[src/rtl/dual_slope_scan_sequencer.sv]
// Dual-slope ADC scan sequencer.
// Steps through the enabled mux channels. For each channel it waits for the
// mux to settle, starts a conversion, captures the count and hands the result
// out over a valid/ready port.
// Optional feature macro: SCAN_AVG_EN. When defined, each result is the
// average of 4 conversions (sum >> 2, truncated).
// Ports:
//   clk, rst               clock, asynchronous active-high reset
//   scan_en, ch_mask       scan request level, per-channel enables
//   conv_start             one-cycle start pulse to the converter
//   conv_ld, conv_count    converter load pulse and its count
//   ch_sel                 analog mux select
//   busy                   high outside IDLE
//   res_valid, res_ready   result handshake
//   res_data, res_ch       result value and its channel
//   timeout_err            sticky conversion-timeout flag
module dual_slope_scan_sequencer #(
    parameter int unsigned CNT_W   = 12,
    parameter int unsigned SETTLE  = 4,
    parameter int unsigned TIMEOUT = 4095
) (
    input  logic             clk,
    input  logic             rst,
    input  logic             scan_en,
    input  logic [3:0]       ch_mask,
    output logic             conv_start,
    input  logic             conv_ld,
    input  logic [CNT_W-1:0] conv_count,
    output logic [1:0]       ch_sel,
    output logic             busy,
    output logic             res_valid,
    input  logic             res_ready,
    output logic [CNT_W-1:0] res_data,
    output logic [1:0]       res_ch,
    output logic             timeout_err
);

    localparam int unsigned SET_W = 4;
    localparam int unsigned TMR_W = 16;

    typedef enum logic [2:0] {
        IDLE,
        SELECT,
        START,
        WAIT,
        OUTPUT,
        NEXT
    } state_t;

    state_t             state;
    state_t             state_nxt;
    logic [SET_W-1:0]   settle_cnt;
    logic [TMR_W-1:0]   wait_tmr;
    logic               settle_done;
    logic               tmr_expired;
    logic               last_conv;
    logic [CNT_W-1:0]   result;

    // First enabled channel strictly after cur, wrapping; returns cur itself
    // when it is the only enabled channel.
    function automatic logic [1:0] next_ch(input logic [3:0] mask, input logic [1:0] cur);
        logic [1:0] c;
        logic [1:0] r;
        logic       found;
        r     = cur;
        found = 1'b0;
        for (int i = 1; i <= 4; i++) begin
            c = 2'(cur + 2'(i));
            if (!found && mask[c]) begin
                r     = c;
                found = 1'b1;
            end
        end
        return r;
    endfunction

    assign settle_done = (settle_cnt == SET_W'(SETTLE - 1));
    // wait_tmr counts cycles since conv_start (1 in the first WAIT cycle)
    assign tmr_expired = (wait_tmr >= TMR_W'(TIMEOUT - 1));

`ifdef SCAN_AVG_EN
    logic [CNT_W+1:0] acc;
    logic [CNT_W+1:0] acc_sum;
    logic [1:0]       conv_idx;

    assign acc_sum   = acc + (CNT_W+2)'(conv_count);
    assign last_conv = (conv_idx == 2'd3);
    assign result    = acc_sum[CNT_W+1:2];

    // Accumulator: dropped on timeout, restarted after the fourth sample
    always_ff @(posedge clk or posedge rst) begin
        if (rst) begin
            acc      <= '0;
            conv_idx <= '0;
        end else if (state == WAIT) begin
            if (conv_ld) begin
                if (last_conv) begin
                    acc      <= '0;
                    conv_idx <= '0;
                end else begin
                    acc      <= acc_sum;
                    conv_idx <= conv_idx + 2'd1;
                end
            end else if (tmr_expired) begin
                acc      <= '0;
                conv_idx <= '0;
            end
        end
    end
`else
    assign last_conv = 1'b1;
    assign result    = conv_count;
`endif

    // State register
    always_ff @(posedge clk or posedge rst) begin
        if (rst) state <= IDLE;
        else     state <= state_nxt;
    end

    // Next-state logic
    always_comb begin
        state_nxt = state;
        case (state)
            IDLE:    if (scan_en && (ch_mask != 4'd0)) state_nxt = SELECT;
            SELECT:  if (settle_done) state_nxt = START;
            START:   state_nxt = WAIT;
            WAIT: begin
                if (conv_ld)          state_nxt = last_conv ? OUTPUT : SELECT;
                else if (tmr_expired) state_nxt = NEXT;
            end
            OUTPUT:  if (res_ready) state_nxt = NEXT;
            NEXT:    state_nxt = (scan_en && (ch_mask != 4'd0)) ? SELECT : IDLE;
            default: state_nxt = IDLE;
        endcase
    end

    // Registered outputs, timers and channel/result registers
    always_ff @(posedge clk or posedge rst) begin
        if (rst) begin
            conv_start  <= 1'b0;
            busy        <= 1'b0;
            res_valid   <= 1'b0;
            timeout_err <= 1'b0;
            res_data    <= '0;
            res_ch      <= '0;
            ch_sel      <= '0;
            settle_cnt  <= '0;
            wait_tmr    <= '0;
        end else begin
            conv_start <= (state_nxt == START);
            busy       <= (state_nxt != IDLE);
            res_valid  <= (state_nxt == OUTPUT);
            settle_cnt <= (state == SELECT) ? settle_cnt + SET_W'(1) : '0;

            if (state == START)     wait_tmr <= TMR_W'(1);
            else if (state == WAIT) wait_tmr <= wait_tmr + TMR_W'(1);

            if (state == IDLE && state_nxt == SELECT) begin
                ch_sel      <= next_ch(ch_mask, 2'd3);
                timeout_err <= 1'b0;
            end else if (state == NEXT && state_nxt == SELECT) begin
                ch_sel <= next_ch(ch_mask, ch_sel);
            end

            if (state == WAIT) begin
                if (conv_ld) begin
                    if (last_conv) begin
                        res_data <= result;
                        res_ch   <= ch_sel;
                    end
                end else if (tmr_expired) begin
                    timeout_err <= 1'b1;
                end
            end
        end
    end

endmodule

[config.mk]
export PLATFORM = sky130hd
export DESIGN_NAME = dual_slope_scan_sequencer
export DESIGN_NICKNAME = d
export VERILOG_FILES = /design/src/rtl/dual_slope_scan_sequencer.sv
export SDC_FILE = /design/constraint.sdc
export NUM_CORES = 1
export LEC_CHECK = 0
export BUFFER_PORTS_ARGS = -buffer_cell sky130_fd_sc_hd__buf_2
export CAP_MARGIN = 20
export CORE_MARGIN = 2
export CORE_UTILIZATION = 55
export DETAILED_ROUTE_END_ITERATION = 12
export PLACE_DENSITY = 0.8
export SKIP_LAST_GASP = 1
export SLEW_MARGIN = 15
export SYNTH_ARGS = -nofsm -noshare
export SYNTH_HDL_FRONTEND = slang
export SYNTH_SLANG_ARGS = --single-unit
[constraint.sdc]
create_clock -name clk -period 2.6 [get_ports clk]
set_clock_uncertainty 0.2 [all_clocks]
set_input_delay 0.39 -clock clk [delete_from_list [all_inputs] [get_ports clk]]
set_output_delay 0.39 -clock clk [all_outputs]
set_load 0.05 [all_outputs]
==> out/results.ini <==
[timing]
period_needed_ns=2.11
max_freq_ghz=0.475
drv_slew=0
relSlewSlack_pct=64.6
worst_slack_ns=0.493
setup_viol=0
hold_viol=0
tns_ns=0
tightestPinTransition_ns=0.526
rsz0062_at_grt=no
post-route-period-util_pct=81.0

[clock_network]
cts_resized=0
tritoncts=done
htreeDepth=2
post_cts_buffers=0
cts.clk_slew.worst_paths_ns=0.08
root_buffer=clkbuf_8
ctsHoldBuffers=0
cts_inserted_buffers=5
insertion_delay_ns=0.30
cts.path.max_buffers=2
cts_sinks=43

[drt]
wl_per_cell_um=14.3
drt_iter0_markers=159
wl_met1_mm=1.94
wl_met3_um=170
ant_nets=0
drt-total-wl_mm=4.33
vias_per_cell=5.71
remaining_drc_errors=0
dr_wl_met2_mm=2.15
first_pass_iters=4
via_count=1723
topRoutingLayerUsed=met4

[setup_path]
start_kind=register
arrival_ns=2.09
cp_max_fo=17
crit_type=register to register
rr_startpoint=state[0]
startpoint=state[0]
worstSetupEndpointType=register
cp.required_ns=2.58

[hold_path]
min_path_type=primary input to async pin

[logic_synthesis]
ys_seq_elements=43
ys_types=49
async_flop_share_pct=100
netlist_area_um2=2180
ys_dominant_reg_cell=dfrtp_1
synth_top_area_share_pct=49.3
syn_area_per_cell_um2=10.3
synthTopCellsByArea=dfrtp_1 (49%), mux2_2 (7.7%), nor2_1 (3.8%)
yosys.area.top_type=dfrtp_1
synthTopCellsByCount=dfrtp_1 (43), nor2_1 (22), nand2_1 (21), mux2_2 (15)
syn_nets=237
syn_inst=213
yosysWarnings=0
ys_seq_area_share_pct=49.3
synth_edf_count=0
yosysMostFrequentCell=dfrtp_1

[placement]
globalplace.congestion=0.803
dpl.hpwl_mm=3.07
port_buffers=40
dp.cells=294
dp_worst_setup_slack_ns=0.503

[global_routing]
grt_pass1_vias=1588
grt_pass1_wl_mm=7.34
grtUsageTotal_pct=22.3
grt_overflow=0
grt_max_degree=44
antenna_found_initial=0

[floorplan]
core-area_um2=3740
die_h_um=67.0
io_pins=41
fp.dieW_um=67.0
num_rows=22
start_util_pct=58.4
die_area_um2=4490

[final_layout]
syn_to_final_growth_pct=15.4
drive_gt1_share_pct=29.9
multi_input_area_um2=1020
diodes=0
fin_cells=302
final_nets=277
n_fill_cell=318
seqCellArea_um2=1080

[pwr]
finalPower_uw=2900
leakagePower_uw=0.00117
p_per_area_nw_per_um2=1150
ir_drop_mv=0.885

[run_status]
outcome=completed

[run]
max_cap_violations=0

[sequential cells by signal, indices dropped and copies added (netlist names)]
register     cells
settle_cnt       4
ch_sel           2
conv_start       1
wait_tmr        16
res_valid        1
busy             1
state            3
timeout_err      1
res_data        12
res_ch           2
[worst max-delay path: stages (launching register included)]
cell and delay (ns):
dfrtp_1 0.65, xnor2_1 0.18, nand3b_1 0.14, or3_1 0.41, mux2i_1 0.13, mux2_1 0.28
[kinds of logic (layout without fill, tap and decap cells)]
logic type,count (synthesis),after routing,synth area share [%]
mux,17,17,8.71
simple gates,84,84,20.6
buf+inv,17,58,3.95
xor+xnor,11,11,4.41
fa+ha+maj,3,3,1.72
flops,43,43,49.3
compound gates,38,38,11.3
[routing by layer]
| metal | GRT usage, % | vias up |
|---|---|---|
| met5 | 0 | - |
| met4 | 10.2 | 0 |
| met3 | 5.74 | 8 |
| met2 | 35.9 | 38 |
| met1 | 28.0 | 839 |
| li1 | - | 838 |
[report_power, final]
part	internal [µW]	switching (µW)	leakage, µW
Combinational	412	867	0.000560
Sequential	870	215	0.000552
Clock	311	225	0.0000612
Total	1590	1310	0.00117
[worst paths after layout]
check                      depth (start not counted)  slack (ns)       endpoint
min in group clk                                   2        0.12    res_data[2]
max reg2reg                                        5        0.49      ch_sel[1]
max in group asynchronous                          3        1.83      ch_sel[1]
min                                                3       0.002    res_data[2]
min reg2reg                                        1        0.27  settle_cnt[0]
max                                                5        0.49      ch_sel[1]
[metrics by stage]
step	utilization (%)	hold slack, ns	instance area, µm²
final	67.3	0.00219	2520
after global routing	67.3	0.0685	2520
after CTS	67.3	0.0247	2520
after detailed placement	64.2	0.255	2400
after global placement	64.2	0.257	2400
after floorplan	-	0.233	2180
[layout make-up]
type	count	area share, %
inverter	8	1.19
clock buffer	6	3.28
timing repair buffer	42	8.54
clock inverter	2	1.39
tap	48	2.38
multi-input combinational	153	40.5
sequential	43	42.7
[cells in the final DEF, fill, tap and decap left out, drive strengths merged, types with 2 or more instances in the layout]
| cell | synthesis | layout |
|---|---|---|
| dfrtp | 43 | 43 |
| buf | 6 | 42 |
| nor2 | 23 | 23 |
| nand2 | 22 | 22 |
| mux2 | 16 | 16 |
| inv | 8 | 8 |
| o21ai | 8 | 8 |
| a21oi | 7 | 7 |
| xnor2 | 6 | 6 |
| clkbuf | 3 | 6 |
| o22ai | 5 | 5 |
| nand3 | 5 | 5 |
| xor2 | 5 | 5 |
| nand4 | 5 | 5 |
| nor3 | 4 | 4 |
| o31ai | 3 | 3 |
| or2 | 3 | 3 |
| o211ai | 3 | 3 |
| nor4 | 3 | 3 |
| nand3b | 3 | 3 |
| or3 | 3 | 3 |
| ha | 3 | 3 |
| nor2b | 2 | 2 |
| nor3b | 2 | 2 |
| or3b | 2 | 2 |
| a31oi | 2 | 2 |
| and3 | 2 | 2 |
| o41ai | 2 | 2 |
| nand2b | 2 | 2 |
(Power assumes the default switching activity.)
